## src/rtl/cp0_regfile_pkg.sv

```systemverilog
// Shared CP0 register-file types, register addresses and MTC0 write masks.
package cp0_regfile_pkg;

    typedef struct packed {
        logic [31:0] badvaddr;
        logic [31:0] count;
        logic [31:0] compare;
        logic [31:0] status;
        logic [31:0] cause;
        logic [31:0] epc;
        logic [31:0] errorepc;
    } cp0_t;

    localparam logic [4:0] CP0_BADVADDR = 5'd8;
    localparam logic [4:0] CP0_COUNT    = 5'd9;
    localparam logic [4:0] CP0_COMPARE  = 5'd11;
    localparam logic [4:0] CP0_STATUS   = 5'd12;
    localparam logic [4:0] CP0_CAUSE    = 5'd13;
    localparam logic [4:0] CP0_EPC      = 5'd14;
    localparam logic [4:0] CP0_ERROREPC = 5'd30;

    localparam logic [31:0] MASK_STATUS = 32'h0000_FF03;
    localparam logic [31:0] MASK_CAUSE  = 32'h0000_0300;
    localparam logic [31:0] MASK_ALL    = 32'hFFFF_FFFF;
    localparam logic [31:0] MASK_NONE   = 32'h0000_0000;

    localparam int ST_IE  = 0;
    localparam int ST_EXL = 1;

    typedef enum logic [4:0] {
        EXC_INT  = 5'd0,
        EXC_ADEL = 5'd4,
        EXC_ADES = 5'd5,
        EXC_SYS  = 5'd8,
        EXC_BP   = 5'd9,
        EXC_RI   = 5'd10,
        EXC_OV   = 5'd12
    } exccode_t;

    // Bits of each register that MTC0 is allowed to change.
    function automatic logic [31:0] cp0_mask(input logic [4:0] addr);
        case (addr)
            CP0_STATUS:   cp0_mask = MASK_STATUS;
            CP0_CAUSE:    cp0_mask = MASK_CAUSE;
            CP0_COUNT,
            CP0_COMPARE,
            CP0_EPC,
            CP0_ERROREPC: cp0_mask = MASK_ALL;
            default:      cp0_mask = MASK_NONE;
        endcase
    endfunction

    function automatic logic [31:0] masked_write(input logic [31:0] old_val,
                                                 input logic [31:0] new_val,
                                                 input logic [31:0] mask);
        return (old_val & ~mask) | (new_val & mask);
    endfunction

endpackage

```

## src/rtl/cp0_regfile_count_timer.sv

```systemverilog
// Count/Compare timer: prescaled free-running Count, Compare register and
// the sticky timer-interrupt flag TI.
module cp0_count_timer #(
    parameter int COUNT_DIV = 2
) (
    input  logic        clk,
    input  logic        reset,
    input  logic        count_we,
    input  logic        compare_we,
    input  logic [31:0] wr_data,
    output logic [31:0] count,
    output logic [31:0] compare,
    output logic        ti
);
    localparam int DIV_W = (COUNT_DIV > 1) ? $clog2(COUNT_DIV) : 1;
    localparam logic [DIV_W-1:0] DIV_LAST = DIV_W'(COUNT_DIV - 1);

    logic [DIV_W-1:0] div_r;
    logic [31:0]      count_r;
    logic [31:0]      compare_r;
    logic             ti_r;
    logic [31:0]      count_inc_s;
    logic             tick_s;
    logic             match_s;

    // Increment enable and match detect; a Count write suppresses the increment.
    always_comb begin
        count_inc_s = count_r + 32'd1;
        tick_s      = (div_r == DIV_LAST) && !count_we;
        match_s     = tick_s && (count_inc_s == compare_r);
    end

    // Prescaler and Count register.
    always_ff @(posedge clk or posedge reset) begin
        if (reset) begin
            div_r   <= '0;
            count_r <= 32'd0;
        end else if (count_we) begin
            div_r   <= '0;
            count_r <= wr_data;
        end else if (tick_s) begin
            div_r   <= '0;
            count_r <= count_inc_s;
        end else begin
            div_r   <= div_r + DIV_W'(1);
        end
    end

    // Compare register.
    always_ff @(posedge clk or posedge reset) begin
        if (reset) begin
            compare_r <= 32'd0;
        end else if (compare_we) begin
            compare_r <= wr_data;
        end
    end

    // TI is sticky; only a Compare write clears it, and that write beats a same-cycle match.
    always_ff @(posedge clk or posedge reset) begin
        if (reset) begin
            ti_r <= 1'b0;
        end else if (compare_we) begin
            ti_r <= 1'b0;
        end else if (match_s) begin
            ti_r <= 1'b1;
        end
    end

    assign count   = count_r;
    assign compare = compare_r;
    assign ti      = ti_r;

endmodule

```

## src/rtl/cp0_regfile.sv

```systemverilog
// CP0 register file: MFC0/MTC0 access, interrupt sampling, exception entry
// and ERET handling, with the Count/Compare timer in a sub-module.
module cp0_regfile
    import cp0_regfile_pkg::*;
#(
    parameter int          N_HWINT      = 6,
    parameter int          COUNT_DIV    = 2,
    parameter logic [31:0] RESET_STATUS = 32'h0040_0000
) (
    input  logic               clk,
    input  logic               reset,
    input  logic [N_HWINT-1:0] ext_int,
    input  logic [4:0]         rd_addr,
    output logic [31:0]        rd_data,
    input  logic               wr_en,
    input  logic [4:0]         wr_addr,
    input  logic [31:0]        wr_data,
    input  logic               exc_valid,
    input  logic [4:0]         exc_code,
    input  logic [31:0]        exc_pc,
    input  logic               exc_in_delay,
    input  logic [31:0]        exc_badvaddr,
    input  logic               eret,
    output logic [31:0]        epc,
    output logic               int_pending,
    output cp0_t               cp0
);
    logic [N_HWINT-1:0] ext_int_q_r;
    logic [31:0]        status_r;
    logic [31:0]        epc_r;
    logic [31:0]        errorepc_r;
    logic [31:0]        badvaddr_r;
    logic               bd_r;
    logic [1:0]         sw_ip_r;
    logic [4:0]         exccode_r;

    logic [31:0]        count_s;
    logic [31:0]        compare_s;
    logic               ti_s;
    logic               wr_ok_s;
    logic               exc_first_s;
    logic               exc_addr_s;
    logic [31:0]        status_w_s;
    logic               exl_n_s;
    logic [5:0]         hw_pend_s;
    logic [7:0]         ip_s;
    logic [31:0]        cause_s;

    // A committing exception squashes any MTC0 in the same cycle.
    assign wr_ok_s     = wr_en & ~exc_valid;
    assign exc_first_s = exc_valid & ~status_r[ST_EXL];
    assign exc_addr_s  = (exc_code == EXC_ADEL) || (exc_code == EXC_ADES);

    cp0_count_timer #(
        .COUNT_DIV (COUNT_DIV)
    ) u_timer (
        .clk        (clk),
        .reset      (reset),
        .count_we   (wr_ok_s && (wr_addr == CP0_COUNT)),
        .compare_we (wr_ok_s && (wr_addr == CP0_COMPARE)),
        .wr_data    (wr_data),
        .count      (count_s),
        .compare    (compare_s),
        .ti         (ti_s)
    );

    // Status next value: masked MTC0 first, then exception sets EXL, ERET clears it.
    always_comb begin
        if (wr_ok_s && (wr_addr == CP0_STATUS)) begin
            status_w_s = masked_write(status_r, wr_data, cp0_mask(wr_addr));
        end else begin
            status_w_s = status_r;
        end
        if (exc_valid) begin
            exl_n_s = 1'b1;
        end else if (eret) begin
            exl_n_s = 1'b0;
        end else begin
            exl_n_s = status_w_s[ST_EXL];
        end
    end

    // Cause view: hardware lines occupy IP2 upward and IP7 also carries TI.
    always_comb begin
        hw_pend_s              = 6'd0;
        hw_pend_s[N_HWINT-1:0] = ext_int_q_r;
        ip_s    = {hw_pend_s[5] | ti_s, hw_pend_s[4:0], sw_ip_r};
        cause_s = {bd_r, ti_s, 14'd0, ip_s, 1'b0, exccode_r, 2'b00};
    end

    // Interrupt line sampling and Status register.
    always_ff @(posedge clk or posedge reset) begin
        if (reset) begin
            ext_int_q_r <= '0;
            status_r    <= RESET_STATUS;
        end else begin
            ext_int_q_r <= ext_int;
            status_r    <= {status_w_s[31:2], exl_n_s, status_w_s[0]};
        end
    end

    // Cause bookkeeping; BD only records the first exception of a nest.
    always_ff @(posedge clk or posedge reset) begin
        if (reset) begin
            bd_r      <= 1'b0;
            exccode_r <= 5'd0;
            sw_ip_r   <= 2'b00;
        end else begin
            if (exc_valid) begin
                exccode_r <= exc_code;
            end
            if (exc_first_s) begin
                bd_r <= exc_in_delay;
            end
            if (wr_ok_s && (wr_addr == CP0_CAUSE)) begin
                sw_ip_r <= wr_data[9:8];
            end
        end
    end

    // EPC, ErrorEPC and BadVAddr.
    always_ff @(posedge clk or posedge reset) begin
        if (reset) begin
            epc_r      <= 32'd0;
            errorepc_r <= 32'd0;
            badvaddr_r <= 32'd0;
        end else begin
            if (exc_first_s) begin
                epc_r <= exc_in_delay ? (exc_pc - 32'd4) : exc_pc;
            end else if (wr_ok_s && (wr_addr == CP0_EPC)) begin
                epc_r <= wr_data;
            end
            if (wr_ok_s && (wr_addr == CP0_ERROREPC)) begin
                errorepc_r <= wr_data;
            end
            if (exc_valid && exc_addr_s) begin
                badvaddr_r <= exc_badvaddr;
            end
        end
    end

    // MFC0 read mux, no bypass of this cycle's write.
    always_comb begin
        case (rd_addr)
            CP0_BADVADDR: rd_data = badvaddr_r;
            CP0_COUNT:    rd_data = count_s;
            CP0_COMPARE:  rd_data = compare_s;
            CP0_STATUS:   rd_data = status_r;
            CP0_CAUSE:    rd_data = cause_s;
            CP0_EPC:      rd_data = epc_r;
            CP0_ERROREPC: rd_data = errorepc_r;
            default:      rd_data = 32'd0;
        endcase
    end

    assign int_pending = status_r[ST_IE] & ~status_r[ST_EXL] & (|(ip_s & status_r[15:8]));
    assign epc         = epc_r;
    assign cp0         = '{badvaddr: badvaddr_r, count: count_s, compare: compare_s,
                           status: status_r, cause: cause_s, epc: epc_r,
                           errorepc: errorepc_r};

endmodule

```

## config.mk

```make
export PLATFORM = sky130hd
export DESIGN_NAME = cp0_regfile
export DESIGN_NICKNAME = d
export VERILOG_FILES = /design/src/rtl/cp0_regfile_pkg.sv /design/src/rtl/cp0_regfile_count_timer.sv /design/src/rtl/cp0_regfile.sv
export SDC_FILE = /design/constraint.sdc
export NUM_CORES = 1
export LEC_CHECK = 0
export CORE_MARGIN = 2
export CORE_UTILIZATION = 45
export CTS_CLUSTER_DIAMETER = 150
export DETAILED_ROUTE_END_ITERATION = 6
export GPL_TIMING_DRIVEN = 0
export HOLD_SLACK_MARGIN = 0.15
export PLACE_DENSITY = 0.8
export SKIP_CTS_REPAIR_TIMING = 1
export SLEW_MARGIN = 30
export SYNTH_ARGS = -nofsm -noshare
export SYNTH_HDL_FRONTEND = slang
export SYNTH_SLANG_ARGS = --single-unit
```

## constraint.sdc

```tcl
create_clock -name clk -period 15.02 [get_ports clk]
set_clock_uncertainty 0.1 [all_clocks]
set_input_delay 1.502 -clock clk [delete_from_list [all_inputs] [get_ports clk]]
set_output_delay 1.502 -clock clk [all_outputs]
set_load 0.01 [all_outputs]
```

**After elaboration in Yosys (flattened, before gate mapping)**

Cells that the tools add are included.

- Div/mod/pow operators: 0
- Mux-type cells: 15
- Magnitude comparators: 0
- Shift operators: 0
- Eq/ne operators: 16
- Bitwise logic cells: 12
- Reduce and logical (&&, ||, !) cells: 17
- Add/subtract/negate cells: 3
- $mul: 0

Operators by type and width:

| operator | count |
|---|---|
| one-hot mux 32 bit (7 select lines) | 1 |
| two-way mux 32 bit | 6 |
| one-hot mux 32 bit (3 select lines) | 1 |
| bitwise AND 32 bit | 2 |
| equality test 5 x 4 -> 1 bit, second input constant | 11 |
| adder 32 x 1 -> 32 bit, second input constant | 1 |
| equality test 32 bit | 1 |
| NOT 32 bit | 1 |
| bitwise OR 32 bit | 1 |
| subtractor 32 x 3 -> 32 bit, second input constant | 1 |
| equality test 5 x 3 -> 1 bit, second input constant | 2 |
| equality test 5 bit, second input constant | 2 |
| logical AND 1 bit | 9 |
| bitwise AND 8 bit | 1 |
| OR reduction 8 bit | 1 |
| two-way mux 1 bit | 6 |
| nonzero test 2 bit | 3 |
| bitwise AND 1 bit | 4 |
| OR reduction 4 bit | 1 |
| nonzero test 3 bit | 1 |
| two-way mux 2 bit | 1 |
| NOT 1 bit | 2 |
| adder 1 bit, second input constant | 1 |
| logical NOT 1 bit | 1 |
| 2 further kinds | 2 |

- Output and inout bits: 289
- Memories kept: 0
- Bits in latches: 0
- Logic and storage cells: 76
- Input bits: 123
- Flip-flop bits (word level): 208
- RAM bits: 0
- ROM bits: 0

**Depth between registers and ports, before layout**

Gate-level depths: netlist (run 1).

- Depth after elaboration: 10
- Depth in mapped cells: 10
- Depth with buffers taken out: 9

**Cells and area by module**

From an unflattened synthesis (run 1), not the netlist that was laid out.

- Cells, all modules: 1148
- Area total of the unflattened synthesis: 11666.2 sq um

By module, submodules not included:

| module | cells each | area an instance (sq um) | times used | seq. area each (sq um) |
|---|---|---|---|---|
| cp0_regfile | 714 | 7599.8 | 1 | 3554.7 |
| cp0_count_timer | 434 | 4066.4 | 1 | 1651.6 |

**Worst setup path before layout (run 1)**

OpenSTA, ideal clock, no wires.

- Path type: input to output
- Start: input port rd_addr[1]
- End: output port rd_data[10]
- Stages: 5
- Path buffers: 3
- Data arrival time: 3.147 ns
- Required time: 13.418 ns
- Path slack: 10.271 ns
- Cell sequence: clkbuf_1 > clkbuf_1 > clkbuf_1 > mux2i_1 > o21ai_0

- Longest elaborated chain between the ends: 2
- Elaborated cells on any way between the ends: 8
- Those cells by class: 7 x eq/ne; 1 x mux

RTL lines:

| element | line | text |
|---|---|---|
| start, declared | cp0_regfile.sv:13 | `input logic [4:0] rd_addr,` |
| equality test 5 bit or equality test 5 x 4 -> 1 bit (tied branches) | cp0_regfile.sv:144 | `case (rd_addr)` |
| one-hot mux 32 bit (7 select lines) (*) | cp0_regfile.sv:144 |  |
| end, declared | cp0_regfile.sv:14 | `output logic [31:0] rd_data,` |

Mark *: on every way between the ends. The rest lies on a longest branch, timed or not.

**Worst setup path after layout (run 1)**

- Start: input port rd_addr[4]
- End: output port rd_data[4]

Same word-level chain as after synthesis.

==> results of run 1 <==
[cell usage in the layout, fill, tap and decap left out, types with 25 or more instances in the layout]
cell type,netlist,routed
clkdlybuf4s50_1,0,391
dfrtp_1,207,207
mux2_2,118,118
mux2i_1,93,93
nand2_1,84,84
clkbuf_1,67,72
nor2_1,70,70
o21ai_0,62,62
buf_4,56,56
xor2_1,55,55
a21oi_1,54,54
xnor2_1,48,48
clkbuf_16,0,25
[power groups by stage]
stage                     combinational [W]  clock, W  sequential [W]
after floorplan                    0.000285         0        0.000768
after global placement             0.000663         0        0.000763
after detailed placement           0.000673         0        0.000767
after CTS                          0.000677  0.000614        0.000758
after global routing               0.000719  0.000636        0.000770
final                              0.000678  0.000611        0.000763
[stage by stage]
| stage | setup WS [ns] | cell area (um2) | util, % |
|---|---|---|---|
| 2_1_floorplan | 7.74 | 11900 | - |
| 3_3_place_gp | 5.04 | 16200 | 62.5 |
| 3_5_place_dp | 8.56 | 16300 | 62.8 |
| 4_1_cts | 8.53 | 17100 | 66.0 |
| 5_1_grt | 8.31 | 17100 | 66.0 |
| 6_report | 8.45 | 17100 | 66.0 |
[cell type report]
class                           count  area, um2
Clock inverter                      7       87.6
Fill cell                        2107       8820
Clock buffer                       37        741
Sequential cell                   208       5210
Multi-Input combinational cell    799       5820
Timing Repair Buffer              393       3970
Antenna cell                        1       2.50
Buffer                            151        803
Tap cell                          335        419
Inverter                           10       45.0
[cell families after synthesis]
logic type | count (synthesis) | synth area share [%]
DFF | 208 | 44.1
muxes | 213 | 19.3
adders and majority gates | 2 | 0.212
and+or+nand+nor | 272 | 11.6
buffers and inverters | 161 | 7.12
other | 1 | 0.0318
xor gates and xnor gates | 103 | 7.65
AOI/OAI and AO/OA | 192 | 9.93
[worst paths after layout]
check | start | endpoint
setup / recovery | rd_addr[4] | rd_data[4]
hold / removal | flop | flop
setup reg to reg | u_timer.count[0]$_DFFE_PP0P_ | u_timer.ti$_DFFE_PP0P_
hold reg to reg | flop | flop
max in group asynchronous | reset | async pin
min in group asynchronous | reset | badvaddr_r[14]$_DFFE_PP0P_
[metal layers]
metal / GRT usage, % / up-vias / routed length (um)
met5: 0 / - / 13
met4: 8.58 / 2 / 1040
met3: 5.27 / 78 / 3620
met2: 57.2 / 551 / 23300
met1: 47.3 / 5620 / 20500
li1: - / 4895 / -
==> out/metrics.cfg, run 1 <==
[logic_synthesis]
async_reset_ff_share_pct=100
yosys_most_used_dff=dfrtp_1
ys_seq_area_share_pct=44.1
synth_enable_flop_cells=0
synth_most_common_cell=dfrtp_1
yosysTopAreaCell=dfrtp_1
ys_seq_elements=208
synth_warnings=0
syn_area_mm2=0.0118
synth_cells=1152
synthTopCellsByCount=207 x dfrtp_1, 118 x mux2_2, 93 x mux2i_1, 84 x nand2_1, 70 x nor2_1
synth.top_cell.area_share_pct=43.9
synth_area_leaders=dfrtp_1 44%, mux2_2 11%, mux2i_1 7.9%
synth_cell_types=70
syn_area_per_cell_um2=10.2

[sta]
fin_crit_sh_pct=43.7
setup_violations=0
holdWs_ns=0.358
setup_tns_ns=0
finalCriticalPeriod_ns=6.57
slew_violations=0
fmax_mhz=152
hold_violations=0
max_slew_margin_pct=30.3
tightest_slew_ns=1.05
rsz0062_at_grt=false

[worst_setup_path]
worst-path-max-fanout=10
slowest_delay_ns=0.67
required_ns=13.42
crit_buf_inv=5
crit_family=buffers and inverters
worstSetupPathDepth=9
cp-end-kind=primary output
crit_arrival_ns=4.97
path_cells=clkdlybuf4s50_1 > inv_1 > nand2_1 > nor4_2 > clkbuf_1 > clkbuf_1 > a21oi_1 > o21ai_0 > clkdlybuf4s50_1
reg2reg_slack_ns=11.63
r2r_cells=8
crit_slowest_cell=clkbuf_1
critPathLaunchType=input port
critical_path_class=in -> out

[power]
p_sw_share_pct=32.6
p_switching_w=0.000668
p_seq_share_pct=37.2
p_per_area_mw_per_mm2=120
pwr-share-clk_pct=29.8
design_power_total_w=0.00205
ir_drop_mv=0.0757
pwr-share-comb_pct=33.1
p_int_w=0.00138
leakagePower_nw=7.05

[placement]
io_buffer_count=391
dpl.hpwl_um=38500
dp_cells=1896
gp_congestion=0.929

[hold_path]
worstHoldPathType=reg -> reg
whs_path_depth=1

[outcome]
status=finished clean

[cells_and_area]
area_growth_pct=44.9
fin_nets=1712
stdcell_count=1941
drive_gt1_share_pct=15.3

[floorplan]
num_rows=59
start_util_pct=45.5
die_area_mm2=0.0275
fp.dieW_um=166
die_h_um=166
io_pins=412
core_mm2=0.0259

[detailed_routing]
num_vias=11100
first_iter_violations=1054
wl_um=48500
avgViaCountPerCell=5.74
drc=0
ant_nets=0
wl_per_cell_um=25.0
first_pass_iters=6

[clock_tree]
clkLatencyLatePin_ns=0.52
cts_buffer_depth=3
cts_tree=built
htree_levels=1
clk_pin_slew_worst_paths_ns=0.06
root_buffer=clkbuf_16
cts.sink_count=208
cts_buffers=24

[global_route]
grt_first_pass_wirelength_um=72300
grt_use_total_pct=34.4
grt_max_degree=87
globalRouteOverflowTotal=0
antenna_found_initial=4
grt_pass1_vias=11300

[run]
cap_viol_max_count=0

Power figures use the tool's default switching activity.
==> run 2: changes to the inputs <==
==> constraint.sdc (replaced) <==
create_clock -name clk -period 6.45 [get_ports clk]
set_clock_uncertainty 0.1 [all_clocks]
set_input_delay 0.645 -clock clk [delete_from_list [all_inputs] [get_ports clk]]
set_output_delay 0.645 -clock clk [all_outputs]
set_load 0.01 [all_outputs]
==> results of run 2 <==
Same layout as run 1 (identical final DEF). Status: finished clean.
Among the figures that moved: setup slack after placement 8.56 ns -> 1.70 ns; setup slack after layout 8.45 ns -> 1.59 ns; register-to-register setup slack 11.63 ns -> 3.06 ns; total power 0.00205 W -> 0.00478 W; worst IR drop on VDD 0.0757 mV -> 0.176 mV
==> run 3: changes to the inputs <==
--- a/config.mk
+++ b/config.mk
@@ -6,12 +6,12 @@
 export NUM_CORES = 1
 export LEC_CHECK = 0
 export CORE_MARGIN = 2
-export CORE_UTILIZATION = 45
+export CORE_UTILIZATION = 42
 export CTS_CLUSTER_DIAMETER = 150
 export DETAILED_ROUTE_END_ITERATION = 6
 export GPL_TIMING_DRIVEN = 0
 export HOLD_SLACK_MARGIN = 0.15
-export PLACE_DENSITY = 0.8
+export PLACE_DENSITY = 0.78
 export SKIP_CTS_REPAIR_TIMING = 1
 export SLEW_MARGIN = 30
 export SYNTH_ARGS = -nofsm -noshare
==> constraint.sdc (replaced) <==
create_clock -name clk -period 4.3 [get_ports clk]
set_clock_uncertainty 0.1 [all_clocks]
set_input_delay 0.43 -clock clk [delete_from_list [all_inputs] [get_ports clk]]
set_output_delay 0.43 -clock clk [all_outputs]
set_load 0.01 [all_outputs]
==> run 3 against run 2 <==
Die area rose by 7.0%. Count of clock-buffer cells in the layout fell by 4. Cell area rose by 0.25%. Setup slack got worse by 1.4 ns. Sequential power rose by 48%. Largest cell class unchanged. Largest power group unchanged. Highest routed layer is now met4.
==> out/metrics.cfg, run 3 (synthesis results as in run 1) <==
[worst_setup_path]
crit_slowest_cell=clkbuf_1
crit_buf_inv=4
worst-path-max-fanout=10
reg2reg_slack_ns=0.87
critical_path_class=in -> out
regToRegEndpoint=u_timer.ti$_DFFE_PP0P_
worstSetupPathDepth=8
required_ns=3.77
slowest_delay_ns=0.64
startpoint=rd_addr[3]
path_cells=clkdlybuf4s50_1 > nand2_1 > nor4_2 > clkbuf_1 > clkbuf_2 > a21oi_1 > o21ai_0 > clkdlybuf4s50_1
cpMostUsedCell=clkdlybuf4s50_1
r2r_cells=8
critPathLaunchType=input port
crit_end=rd_data[13]
cp-end-kind=primary output
crit_arrival_ns=3.60
crit_family=buffers and inverters
r2r_start=u_timer.count[0]$_DFFE_PP0P_

[cells_and_area]
drive_gt1_share_pct=15.3
fin_nets=1718
antenna_cells=0
layout_common_cells=391 x clkdlybuf4s50_1, 207 x dfrtp_1, 118 x mux2_2, 93 x mux2i_1, 84 x nand2_1
area_growth_pct=45.3
fin_util_pct=61.9
stdcell_count=1983
layout_commonest_cell=clkdlybuf4s50_1

[placement]
dpl.hpwl_um=39400
dp_slack_ns=-0.0192
io_buffer_count=391
dp_cells=1944
gp_congestion=0.936

[global_route]
grt_first_pass_wirelength_um=70900
antenna_found_initial=0
grt_pass1_vias=10900
grt_max_degree=31
globalRouteOverflowTotal=0
grt_use_total_pct=32.9

[detailed_routing]
ant_nets=0
num_vias=10900
first_pass_iters=7
wl_per_cell_um=24.9
first_iter_violations=956
wl_um=49400
drc=0
avgViaCountPerCell=5.52

[clock_tree]
cts_tree=built
cts.sink_count=208
cts_buffer_depth=3
root_buffer=clkbuf_16
htree_levels=1
cts_buffers=25
clkLatencyLatePin_ns=0.52
clk_pin_slew_worst_paths_ns=0.06

[sta]
rsz0062_at_grt=false
fin_crit_sh_pct=96.2
max_slew_margin_pct=30.6
slew_violations=0
worst_slack_ns=0.165
setup_violations=0
finalCriticalPeriod_ns=4.13
tightest_slew_ns=1.04
setup_tns_ns=0
fmax_mhz=242
hold_violations=0

[outcome]
status=finished clean

[power]
p_per_area_mw_per_mm2=411
ir_drop_mv=0.275
leakagePower_nw=7.04

[floorplan]
fp.dieW_um=172
core_mm2=0.0277
io_pins=412
die_area_mm2=0.0294
die_h_um=172
num_rows=61
start_util_pct=42.6

[hold_path]
worstHoldPathType=in -> async

[run]
cap_viol_max_count=0

run 3: report_power, final:
part	leakage (nW)	total [W]	internal, W	switching, W
logic	4.06	0.00240	0.00128	0.00112
clock network	0.364	0.00199	0.00115	0.000844
registers	2.62	0.00264	0.00226	0.000383
run 3: worst register-to-register path, cell delays in order (launching register included):
cell and delay, ns:
dfrtp_1 0.41, clkbuf_1 0.33, nand4_1 0.26, nor4_1 0.68
buf_2 0.36, o2111ai_1 0.15, a2111oi_0 0.55, nand4_1 0.19
o31ai_1 0.30
run 3: final cells by class:
class	count	area, um2
Buffer	151	805
Clock buffer	33	676
Clock inverter	6	58.8
Fill cell	2339	10600
Inverter	10	41.3
Multi-Input combinational cell	799	5820
Sequential cell	208	5210
Tap cell	378	473
Timing Repair Buffer	398	4050
run 3: metal layers:
metal | vias to the layer above | share of wire [%] | global-route usage, %
met5 | - | 0 | 0
met3 | 81 | 8.7 | 8.70
met4 | 0 | 2.6 | 8.99
met2 | 500 | 47 | 53.7
li1 | 4889 | - | -
met1 | 5472 | 41 | 43.3
run 3: worst min-delay path by stage:
| stage | start | end | slack, ns | cells after the start |
|---|---|---|---|---|
| finish | reset | badvaddr_r[3]$_DFFE_PP0P_ | 0.20 | 2 |
| global route | reset | badvaddr_r[4]$_DFFE_PP0P_ | 0.22 | 2 |
| CTS | reset | badvaddr_r[3]$_DFFE_PP0P_ | 0.20 | 2 |
| detailed placement | flop | flop | 0.37 | 1 |
| global placement | flop | flop | 0.34 | 1 |
| floorplan | flop | flop | 0.36 | 1 |
run 3: metrics by stage:
| step | power (W) | hold slack [ns] | area [um2] |
|---|---|---|---|
| floorplan | 0.00368 | 0.360 | 11900 |
| global placement | 0.00499 | 0.345 | 16200 |
| detailed placement | 0.00504 | 0.370 | 16400 |
| CTS | 0.00703 | 0.196 | 17100 |
| global route | 0.00732 | 0.223 | 17100 |
| finish | 0.00704 | 0.197 | 17100 |
==> RTL change, RTL diff (settings of run 2) <==
Register the output `rd_data`, without a reset; this adds one clock of latency there. The other outputs are not delayed to match.
--- a/src/rtl/cp0_regfile.sv
+++ b/src/rtl/cp0_regfile.sv
@@ -26,4 +26,6 @@
     output cp0_t               cp0
 );
+
+    logic [31:0] rd_data_d;
     logic [N_HWINT-1:0] ext_int_q_r;
     logic [31:0]        status_r;
@@ -143,12 +145,12 @@
     always_comb begin
         case (rd_addr)
-            CP0_BADVADDR: rd_data = badvaddr_r;
-            CP0_COUNT:    rd_data = count_s;
-            CP0_COMPARE:  rd_data = compare_s;
-            CP0_STATUS:   rd_data = status_r;
-            CP0_CAUSE:    rd_data = cause_s;
-            CP0_EPC:      rd_data = epc_r;
-            CP0_ERROREPC: rd_data = errorepc_r;
-            default:      rd_data = 32'd0;
+            CP0_BADVADDR: rd_data_d = badvaddr_r;
+            CP0_COUNT:    rd_data_d = count_s;
+            CP0_COMPARE:  rd_data_d = compare_s;
+            CP0_STATUS:   rd_data_d = status_r;
+            CP0_CAUSE:    rd_data_d = cause_s;
+            CP0_EPC:      rd_data_d = epc_r;
+            CP0_ERROREPC: rd_data_d = errorepc_r;
+            default:      rd_data_d = 32'd0;
         endcase
     end
@@ -160,4 +162,8 @@
                            errorepc: errorepc_r};
 
+    always_ff @(posedge clk) begin
+        rd_data <= rd_data_d;
+    end
+
 endmodule
 
Function: changed (a bounded check fails within 4 cycles, from zero or initial values and one cycle with reset high).
==> RTL change against run 2 <==
- critical endpoint is now epc[0]$_DFFE_PP0P_
- sequential cell count up 32
- total power up 6.7%
- setup slack better by 1.1 ns
- routed wire length up 0.92%
- synthesized cell count up 0.35%
- synthesized area up 2.6%
- fmax up 29%
- design area up 2.3%
- the run now ends with DRC left
- worst hold slack worse by 0.0017 ns
- critical path type is now in -> reg
==> RTL change: results (changes against run 2) <==
worst_hold_path:
  worstHoldPathType: "reg -> reg"
detailed_routing:
  dr.pass1.iters: 7  # +1
  drc: 1  # +1
  routed_via_density: 5.76  # +0.31%
  vias: 11300  # +1.1%
  wirelength_um: 48900  # +0.92%
synth:
  yosysUniqueCellTypes: 55  # -21%
  yosys-top-cells-count: "dfrtp_1 (207), mux2_2 (124), nand2_1 (86)"
  synth-xor-area-share_pct: 7.89  # +0.24 points
  synth_mux_area_share_pct: 14.7  # -4.7 points
  syn_avg_cell_area_um2: 10.5  # +2.2%
  synth_adder_area_share_pct: 0.207  # -0.0054 points
  synthTopCellsByArea: "dfrtp_1 (43%), mux2_2 (12%), dfxtp_1 (5.3%)"
  synth_compound_area_share_pct: 10.1  # +0.17 points
  async_reset_ff_share_pct: 86.7  # -13 points
run_status:
  violations: "DRC"
  status: "finished with violations"
pwr:
  leakage_nw: 7.11  # +0.90%
  switching_power_mw: 1.59  # +2.2%
finish:
  drive_above_1_share_pct: 15.1  # -0.20 points
  n_fill_cell: 2075  # -1.5%
placement:
  place_inst: 1905  # +0.47%
  port_buffers: 390  # -0.26%
  dp_hpwl_um: 37700  # -2.1%
  routabilityCongestion: 0.923  # -0.68%
  pre_cts_slack_ns: 2.24  # +0.541 ns
grt:
  grt_pass1_wl_um: 70500  # -2.6%
  grt_usage_pct: 33.5  # -0.87 points
clocking:
  numCtsBuffers: 27  # +13%
  clk_latency_ns: 0.53
critical_path:
  critical-path-max-stage-delay_ns: 0.62  # -0.05 ns
  worstPathArrival_ns: 4.07  # -0.04 ns
  critical_path.slowest_cell: "buf_1"
sta:
  relSlewSlack_pct: 32.5  # +2.2 points
-- RTL change: cell types whose count changed after synthesis, moves of 12 or more --
cell	delta
a221o_1	-14
a21oi_1	-18
o22ai_1	-14
clkbuf_1	+12
buf_2	-12
nand3_1	+30
mux2i_1	-55
o21ai_0	-21
dfxtp_1	+32
a22oi_1	+61
-- RTL change: cells by family after synthesis --
family | after synthesis
muxes | 162
DFF | 240
xor gates and xnor gates | 109
buffers and inverters | 159
AOI/OAI and AO/OA | 184
and+or+nand+nor | 299
adders and majority gates | 2
other | 1
-- RTL change: worst paths after layout --
check | end | start | cells after the start | slack, ns
worst max-delay path | epc[0]$_DFFE_PP0P_ | wr_addr[3] | 10 | 2.67
worst min-delay path | flip-flop | flip-flop | 1 | 0.36
worst max register to register | u_timer.ti$_DFFE_PP0P_ | u_timer.count[3]$_DFFE_PP0P_ | 9 | 2.96
worst min register to register | flip-flop | flip-flop | 1 | 0.36
max in group asynchronous | u_timer.count[7]$_DFFE_PP0P_ | reset | 3 | 5.03
min in group asynchronous | badvaddr_r[20]$_DFFE_PP0P_ | reset | 2 | 0.44
-- RTL change: final cells by class --
| type | count | share of cell area, % |
|---|---|---|
| Antenna cell | 2 | 0.0286 |
| Inverter | 9 | 0.236 |
| Tap cell | 341 | 2.44 |
| Timing Repair Buffer | 392 | 22.6 |
| Buffer | 150 | 4.43 |
| Clock buffer | 36 | 4.28 |
| Multi-Input combinational cell | 773 | 31.6 |
| Clock inverter | 13 | 0.980 |
| Sequential cell | 240 | 33.4 |
-- RTL change: routing by layer --
metal  share of wire, %  wire length (um)  global-route usage (%)  vias to the layer above
li1                   -                 -                       -                     4902
met1                 41             20200                    45.9                     5602
met2                 46             22600                    53.3                      642
met3                8.8              4300                    6.51                      119
met4                3.6              1770                    11.9                        2
met5              0.025                12                       0                        -
-- RTL change: power by group through the flow --
| stage | clock network, mW | registers, mW | logic (mW) |
|---|---|---|---|
| 3_3_place_gp | 0 | 1.99 | 1.47 |
| 6_report | 1.61 | 1.99 | 1.51 |
| 4_1_cts | 1.61 | 1.98 | 1.50 |
| 3_5_place_dp | 0 | 2.00 | 1.49 |
| 5_1_grt | 1.68 | 2.00 | 1.59 |
| 2_1_floorplan | 0 | 2.01 | 0.616 |
-- RTL change: metrics by stage --
stage | utilization, % | hold WS, ns | instance area, um2
after floorplan | - | 0.360 | 12200
after global placement | 61.9 | 0.342 | 16500
after detailed placement | 62.1 | 0.347 | 16600
after CTS | 65.6 | 0.357 | 17500
after global routing | 65.7 | 0.364 | 17500
final | 65.7 | 0.356 | 17500
